## src/rtl/knn_pkg.sv

```systemverilog
// ---------------------------------------------------------------------------
// knn_pkg
// Shared definitions for the KNN inference controller and its datapath.
//   - KNN_DEFAULT_W / KNN_DEFAULT_TYPE_W : default query and label widths,
//     shared with the distance unit, sorter and voter.
//   - knn_state_e : 3-bit controller state encoding.
//   - is_phase()  : true for the states guarded by the phase watchdog.
// ---------------------------------------------------------------------------
package knn_pkg;

  localparam int KNN_DEFAULT_W      = 8;
  localparam int KNN_DEFAULT_TYPE_W = 2;

  typedef enum logic [2:0] {
    ST_IDLE   = 3'd0,
    ST_DIST   = 3'd1,
    ST_SORT   = 3'd2,
    ST_INFER  = 3'd3,
    ST_RESULT = 3'd4,
    ST_ERROR  = 3'd5
  } knn_state_e;

  // The three datapath phases that wait on a completion pulse.
  function automatic logic is_phase(input knn_state_e s);
    return (s == ST_DIST) || (s == ST_SORT) || (s == ST_INFER);
  endfunction

endpackage

```

## src/rtl/knn_phase_watchdog.sv

```systemverilog
// ---------------------------------------------------------------------------
// knn_phase_watchdog
// Cycle counter that bounds how long one datapath phase may take.
//   clk, rst : clock, synchronous active-high reset
//   clear    : restart the count at zero (asserted on the edge entering a phase)
//   enable   : count this cycle (high while inside a phase)
//   expired  : count has reached TIMEOUT-1 while enabled
// The count saturates at TIMEOUT-1 so it can never wrap back to a
// non-expired value if the owner lingers.
// ---------------------------------------------------------------------------
module knn_phase_watchdog #(
  parameter int TIMEOUT = 1024
) (
  input  logic clk,
  input  logic rst,
  input  logic clear,
  input  logic enable,
  output logic expired
);

  localparam int CNT_W = (TIMEOUT > 2) ? $clog2(TIMEOUT) : 1;
  localparam logic [CNT_W-1:0] LIMIT = CNT_W'(TIMEOUT - 1);

  logic [CNT_W-1:0] count;

  // NOTE: the reset is synchronous, so it sits inside the clocked branch and
  // the sensitivity list holds only the clock edge.
  always_ff @(posedge clk) begin
    if (rst || clear) begin
      count <= '0;
    end else if (enable && (count != LIMIT)) begin
      count <= count + 1'b1;
    end
  end

  assign expired = enable && (count == LIMIT);

endmodule

```

## src/rtl/knn_controller.sv

```systemverilog
// ---------------------------------------------------------------------------
// knn_controller
// Sequences one KNN query through distance, sort and vote phases.
//   Parameters : N (training samples), W (query width), K (neighbours),
//                TYPE_W (label width), TIMEOUT (per-phase cycle limit, >= 2)
//   clk, rst   : clock, synchronous active-high reset
//   query_*    : query request handshake (ready only in IDLE)
//   dist_*     : start pulse, latched query and completion to distance unit
//   sort_start / valid_sort        : sorter start pulse and completion
//   infer_start / inference_done / inferred_type : voter start, done, label
//   result_*   : result handshake; value held until accepted
//   busy       : not IDLE;  error : in ERROR, cleared only by err_clr
//   query_count: completed queries, wraps at 2^16
// Start pulses are registered; result_valid, error, busy and query_ready are
// pure state decodes, so no input reaches an output combinationally.
// ---------------------------------------------------------------------------
module knn_controller
  import knn_pkg::*;
#(
  parameter int N       = 16,
  parameter int W       = KNN_DEFAULT_W,
  parameter int K       = 3,
  parameter int TYPE_W  = KNN_DEFAULT_TYPE_W,
  parameter int TIMEOUT = 1024
) (
  input  logic              clk,
  input  logic              rst,

  input  logic              query_valid,
  input  logic [W-1:0]      query_data,
  output logic              query_ready,

  output logic              dist_start,
  output logic [W-1:0]      dist_query,
  input  logic              dist_done,

  output logic              sort_start,
  input  logic              valid_sort,

  output logic              infer_start,
  input  logic              inference_done,
  input  logic [TYPE_W-1:0] inferred_type,

  output logic              result_valid,
  output logic [TYPE_W-1:0] result_type,
  input  logic              result_ready,

  output logic              busy,
  output logic              error,
  input  logic              err_clr,
  output logic [15:0]       query_count
);

  // Elaboration-time sanity checks on the configuration.
  if (TIMEOUT < 2) begin : g_bad_timeout
    $error("knn_controller: TIMEOUT must be at least 2");
  end
  if ((K < 1) || (K > N)) begin : g_bad_k
    $error("knn_controller: K must lie in 1..N");
  end

  knn_state_e state, state_next;

  logic dist_start_next;
  logic sort_start_next;
  logic infer_start_next;
  logic query_fire;
  logic result_fire;
  logic wd_clear;
  logic wd_enable;
  logic wd_expired;

  // -------------------------------------------------------------------------
  // Next-state and next-pulse logic
  // -------------------------------------------------------------------------
  // NOTE: every signal written here is given a default first; a path that
  // left one unassigned would infer a latch.
  always_comb begin
    state_next       = state;
    query_fire       = 1'b0;
    result_fire      = 1'b0;

    case (state)
      ST_IDLE: begin
        if (query_valid) begin
          query_fire = 1'b1;
          state_next = ST_DIST;
        end
      end
      // In each phase the completion pulse is tested before the watchdog so
      // a done arriving on the expiry cycle still completes normally.
      ST_DIST: begin
        if (dist_done)       state_next = ST_SORT;
        else if (wd_expired) state_next = ST_ERROR;
      end
      ST_SORT: begin
        if (valid_sort)      state_next = ST_INFER;
        else if (wd_expired) state_next = ST_ERROR;
      end
      ST_INFER: begin
        if (inference_done)  state_next = ST_RESULT;
        else if (wd_expired) state_next = ST_ERROR;
      end
      ST_RESULT: begin
        if (result_ready) begin
          result_fire = 1'b1;
          state_next  = ST_IDLE;
        end
      end
      ST_ERROR: begin
        if (err_clr) state_next = ST_IDLE;
      end
      default: state_next = ST_IDLE;
    endcase

    // A start pulse is due in the first cycle of its phase, i.e. on the edge
    // that moves the state into that phase.
    dist_start_next  = (state_next == ST_DIST)  && (state != ST_DIST);
    sort_start_next  = (state_next == ST_SORT)  && (state != ST_SORT);
    infer_start_next = (state_next == ST_INFER) && (state != ST_INFER);
  end

  assign wd_clear  = is_phase(state_next) && (state_next != state);
  assign wd_enable = is_phase(state);

  knn_phase_watchdog #(
    .TIMEOUT (TIMEOUT)
  ) u_watchdog (
    .clk     (clk),
    .rst     (rst),
    .clear   (wd_clear),
    .enable  (wd_enable),
    .expired (wd_expired)
  );

  // -------------------------------------------------------------------------
  // State and registered outputs
  // -------------------------------------------------------------------------
  // NOTE: clocked state uses non-blocking assignments so every register
  // samples pre-edge values regardless of statement order.
  always_ff @(posedge clk) begin
    if (rst) begin
      state       <= ST_IDLE;
      dist_start  <= 1'b0;
      sort_start  <= 1'b0;
      infer_start <= 1'b0;
      dist_query  <= '0;
      result_type <= '0;
      query_count <= '0;
    end else begin
      state       <= state_next;
      dist_start  <= dist_start_next;
      sort_start  <= sort_start_next;
      infer_start <= infer_start_next;

      if (query_fire) begin
        dist_query <= query_data;
      end
      // Captured only on the voter's own completion so the label stays
      // stable through the whole RESULT handshake.
      if ((state == ST_INFER) && inference_done) begin
        result_type <= inferred_type;
      end
      if (result_fire) begin
        query_count <= query_count + 16'd1;
      end
    end
  end

  assign query_ready  = (state == ST_IDLE);
  assign busy         = (state != ST_IDLE);
  assign result_valid = (state == ST_RESULT);
  assign error        = (state == ST_ERROR);

endmodule
```

## config.mk

```make
export PLATFORM = sky130hd
export DESIGN_NAME = knn_controller
export DESIGN_NICKNAME = d
export VERILOG_FILES = /design/src/rtl/knn_pkg.sv /design/src/rtl/knn_phase_watchdog.sv /design/src/rtl/knn_controller.sv
export SDC_FILE = /design/constraint.sdc
export NUM_CORES = 1
export LEC_CHECK = 0
export ABC_CLOCK_PERIOD_IN_PS = 2100
export CAP_MARGIN = 15
export CORE_ASPECT_RATIO = 0.7
export CORE_MARGIN = 10
export CORE_UTILIZATION = 49
export CTS_BUF_LIST = sky130_fd_sc_hd__clkbuf_4 sky130_fd_sc_hd__clkbuf_8 sky130_fd_sc_hd__clkbuf_16
export CTS_CLUSTER_SIZE = 25
export DETAILED_ROUTE_END_ITERATION = 6
export GPL_TIMING_DRIVEN = 1
export PLACE_DENSITY = 0.9
export SETUP_SLACK_MARGIN = 0.05
export SLEW_MARGIN = 20
export SYNTH_ARGS = -nofsm -noshare
export SYNTH_HDL_FRONTEND = slang
export SYNTH_SLANG_ARGS = --single-unit
export TNS_END_PERCENT = 30
```

## constraint.sdc

```tcl
create_clock -name clk -period 2.1 [get_ports clk]
set_input_delay 0.525 -clock clk [delete_from_list [all_inputs] [get_ports clk]]
set_output_delay 0.525 -clock clk [all_outputs]
set_load 0.01 [all_outputs]
```

==> results.toml <==
[outcome]
status = "completed"

[timing]
period_needed_ns = 2.003
setup_violations = 0
fmax_ghz = 0.4992
setup_tns_ns = 0
final_max_slew_viol_count = 0
worst_pin_slew_ns = 0.4095
setup_slack_ns = 0.09679
min_period_over_period_pct = 95.39
slew_headroom_pct = 72.65
clock_skew_ns = 0.004523
rsz0062_at_grt = "true"
finalHoldViolCount = 0

[clock_network]
clock-root-buffer = "clkbuf_8"
hold_buffers = 0
htreeDepth = 2
numCtsBuffers = 5
clock_path_buffers = 2
cts_tree = "built"
insertion_delay_ns = 0.30
clkSlewWorstSetupHoldPaths_ns = 0.08
clkSinkCount = 42

[power]
powerDensity_mw_per_mm2 = 605.3
leakagePower_nw = 1.078
fin_total_pwr_mw = 1.722
peakVddDrop_mv = 0.4439

[worst_setup_path]
crit_start = "state[2]"
regToRegStartpoint = "u_watchdog.count[1]"
regToRegSetupSlack_ns = 0.13
cp_data_arrival_time_ns = 1.48
critPathKind = "register to output pin"
cp.required_ns = 1.57
path_max_fanout = 12
crit-reg2reg-capture = "u_watchdog.count[8]"
cp-end-kind = "output pin"
crit_path_start_kind = "register"
reg2reg_depth = 6

[final_layout]
final_nets = 315
ff_latch_area_um2 = 848.3
area_growth_pct = 40.11
antenna_cells = 0
drive_above_1_share_pct = 17.23
multiInputGateArea_mm2 = 0.001141
fin_cells = 348
nFillCells = 279

[place]
gp_congestion = 0.8758
dp_cells = 336
place_hpwl_um = 3916
pre_cts_ws_ns = -0.3218
portBuffers = 50

[floorplan]
die_area_mm2 = 0.007160
io-pin-count = 51
die_w_um = 96.95
rows = 19
initial_core_util_pct = 51.15
die_h_um = 73.86
coreArea_mm2 = 0.003970

[synth]
synth_nets = 250
ys_warn_count = 0
syn_inst = 230
syn_area_per_cell_um2 = 8.829
ys_types = 45
synth_top_flop_cell = "dfxtp_1"
seq_area_frac_synth_pct = 41.40
synth_area_mm2 = 0.002031
synth_edf_count = 0
async_flop_share_pct = 0
ys_seq_elements = 42

[grt]
track_usage_pct = 13.61
grt_overflow = 0
grt_pass1_vias = 1750
antenna_found_initial = 0
grt_max_degree = 19
grt_first_pass_wirelength_um = 8252

[detailed_routing]
totalWireLength_um = 5336
viasPerCell = 5.437
vias = 1892
drc = 0
drt-pass1-iter-count = 4
ant_nets = 0
drtIter0Drc = 157
wl_per_cell_um = 15.33

[hold_path]
hold_path_depth = 2
whs_endpoint = "dist_query[5]"
hold_class = "register to register"
min-delay-start = "dist_query[5]"

[job]
maxCapViolations = 0
[worst max-delay path by stage]
stage                                     end  depth (start not counted)
after detailed placement  u_watchdog.count[8]                          6
after global routing                     busy                          3
after global placement    u_watchdog.count[8]                          6
after floorplan           u_watchdog.count[8]                          6
final                                    busy                          3
after CTS                 u_watchdog.count[8]                          6
[layout by cell type, fill, tap and decap left out, types with 2 or more instances in the layout]
cell type,n
clkdlybuf4s50_1,43
dfxtp_1,38
nand2_1,23
a21oi_1,21
nor2_1,20
buf_4,19
xor2_1,13
nand3_1,12
inv_1,8
xnor2_1,8
nor3_1,6
clkbuf_8,6
mux2i_1,5
nand4_1,5
and3_1,4
dlygate4sd2_1,4
nand3b_1,3
and4_1,3
o21ai_0,3
dlymetal6s2s_1,3
dfxtp_2,3
nor3b_1,2
nand2b_1,2
nor2b_1,2
a211oi_2,2
mux2_4,2
o211ai_1,2
and2_1,2
nor4_1,2
a21oi_2,2
or3_1,2
[cells in the mapped netlist, drive strengths merged (2+ instances only)]
library cell / n / area, µm²
nor2b: 2 / 12.51
mux2i: 5 / 50.05
and4: 4 / 35.03
xnor2: 8 / 70.07
o21ai: 3 / 15.01
dfxtp: 42 / 840.8
and3: 5 / 31.28
nand2b: 2 / 12.51
buf: 5 / 37.53
a211oi: 3 / 27.52
nor4: 2 / 12.51
mux2: 2 / 30.03
nand3b: 3 / 22.52
nor3: 7 / 35.03
o211ai: 2 / 15.01
and2: 2 / 12.51
nand4: 5 / 31.28
nor2: 20 / 75.07
nand2: 23 / 86.33
a21oi: 23 / 115.1
nor3b: 2 / 15.01
clkbuf: 8 / 32.53
or2: 2 / 12.52
ha: 2 / 25.02
inv: 8 / 30.03
or3: 2 / 12.51
xor2: 13 / 113.9
a2111oi: 2 / 36.29
nand3: 12 / 60.06
[stage by stage]
step	hold slack, ns	util, %	cell area, µm²
4_1_cts	0.4584	69.87	2774
3_3_place_gp	0.4403	67.16	2666
3_5_place_dp	0.4472	67.16	2666
2_1_floorplan	0.4805	-	2031
5_1_grt	0.4910	71.67	2845
6_report	0.4577	71.67	2845
[metal layers]
layer,wire length (µm),vias to the layer above,track usage (%)
li1,-,941,-
met1,2484,892,17.21
met2,2487,53,21.89
met3,301,6,3.839
met4,63,0,4.568
met5,0,-,0
[kinds of logic (layout without fill, tap and decap cells)]
group	count (synthesis)	count (layout)	synth area share, %
simple gates	95	95	23.91
flops	42	42	41.40
fa+ha+maj	2	2	1.232
buf+inv	21	86	4.929
xor+xnor	21	21	9.057
mux	7	7	3.943
compound gates	42	43	15.53
[registers in the layout, indices dropped and copies added, names as in the netlist]
signal	count
dist_start	1
state	3
u_watchdog.count	10
result_type	2
sort_start	1
query_count	16
dist_query	8
infer_start	1
[critical path, cell delays in order (launching register included)]
cell	delay, ns
dfxtp_4	0.40
nor3_4	0.23
inv_1	0.06
clkdlybuf4s50_1	0.49
[repair_timing]
action                                  in CTS  in global routing
gates cloned                                 0                  1
buffers inserted                             0                  3
gates resized for setup                     10                 14
endpoints found under the setup margin      14                 11
pin swaps                                    4                  6
[cell type report]
class | count | share of cell area (%)
Clock buffer | 6 | 2.902
Clock inverter | 2 | 0.4398
Inverter | 8 | 1.055
Multi-Input combinational cell | 168 | 40.11
Sequential cell | 42 | 29.82
Tap cell | 52 | 2.287
Timing Repair Buffer | 70 | 23.39
[report_power, final]
part	leakage, nW	internal, mW	switching [mW]
combinational	0.689	0.167	0.161
clock	0.0472	0.264	0.275
sequential	0.342	0.826	0.0296
Power figures use the tool's default switching activity.
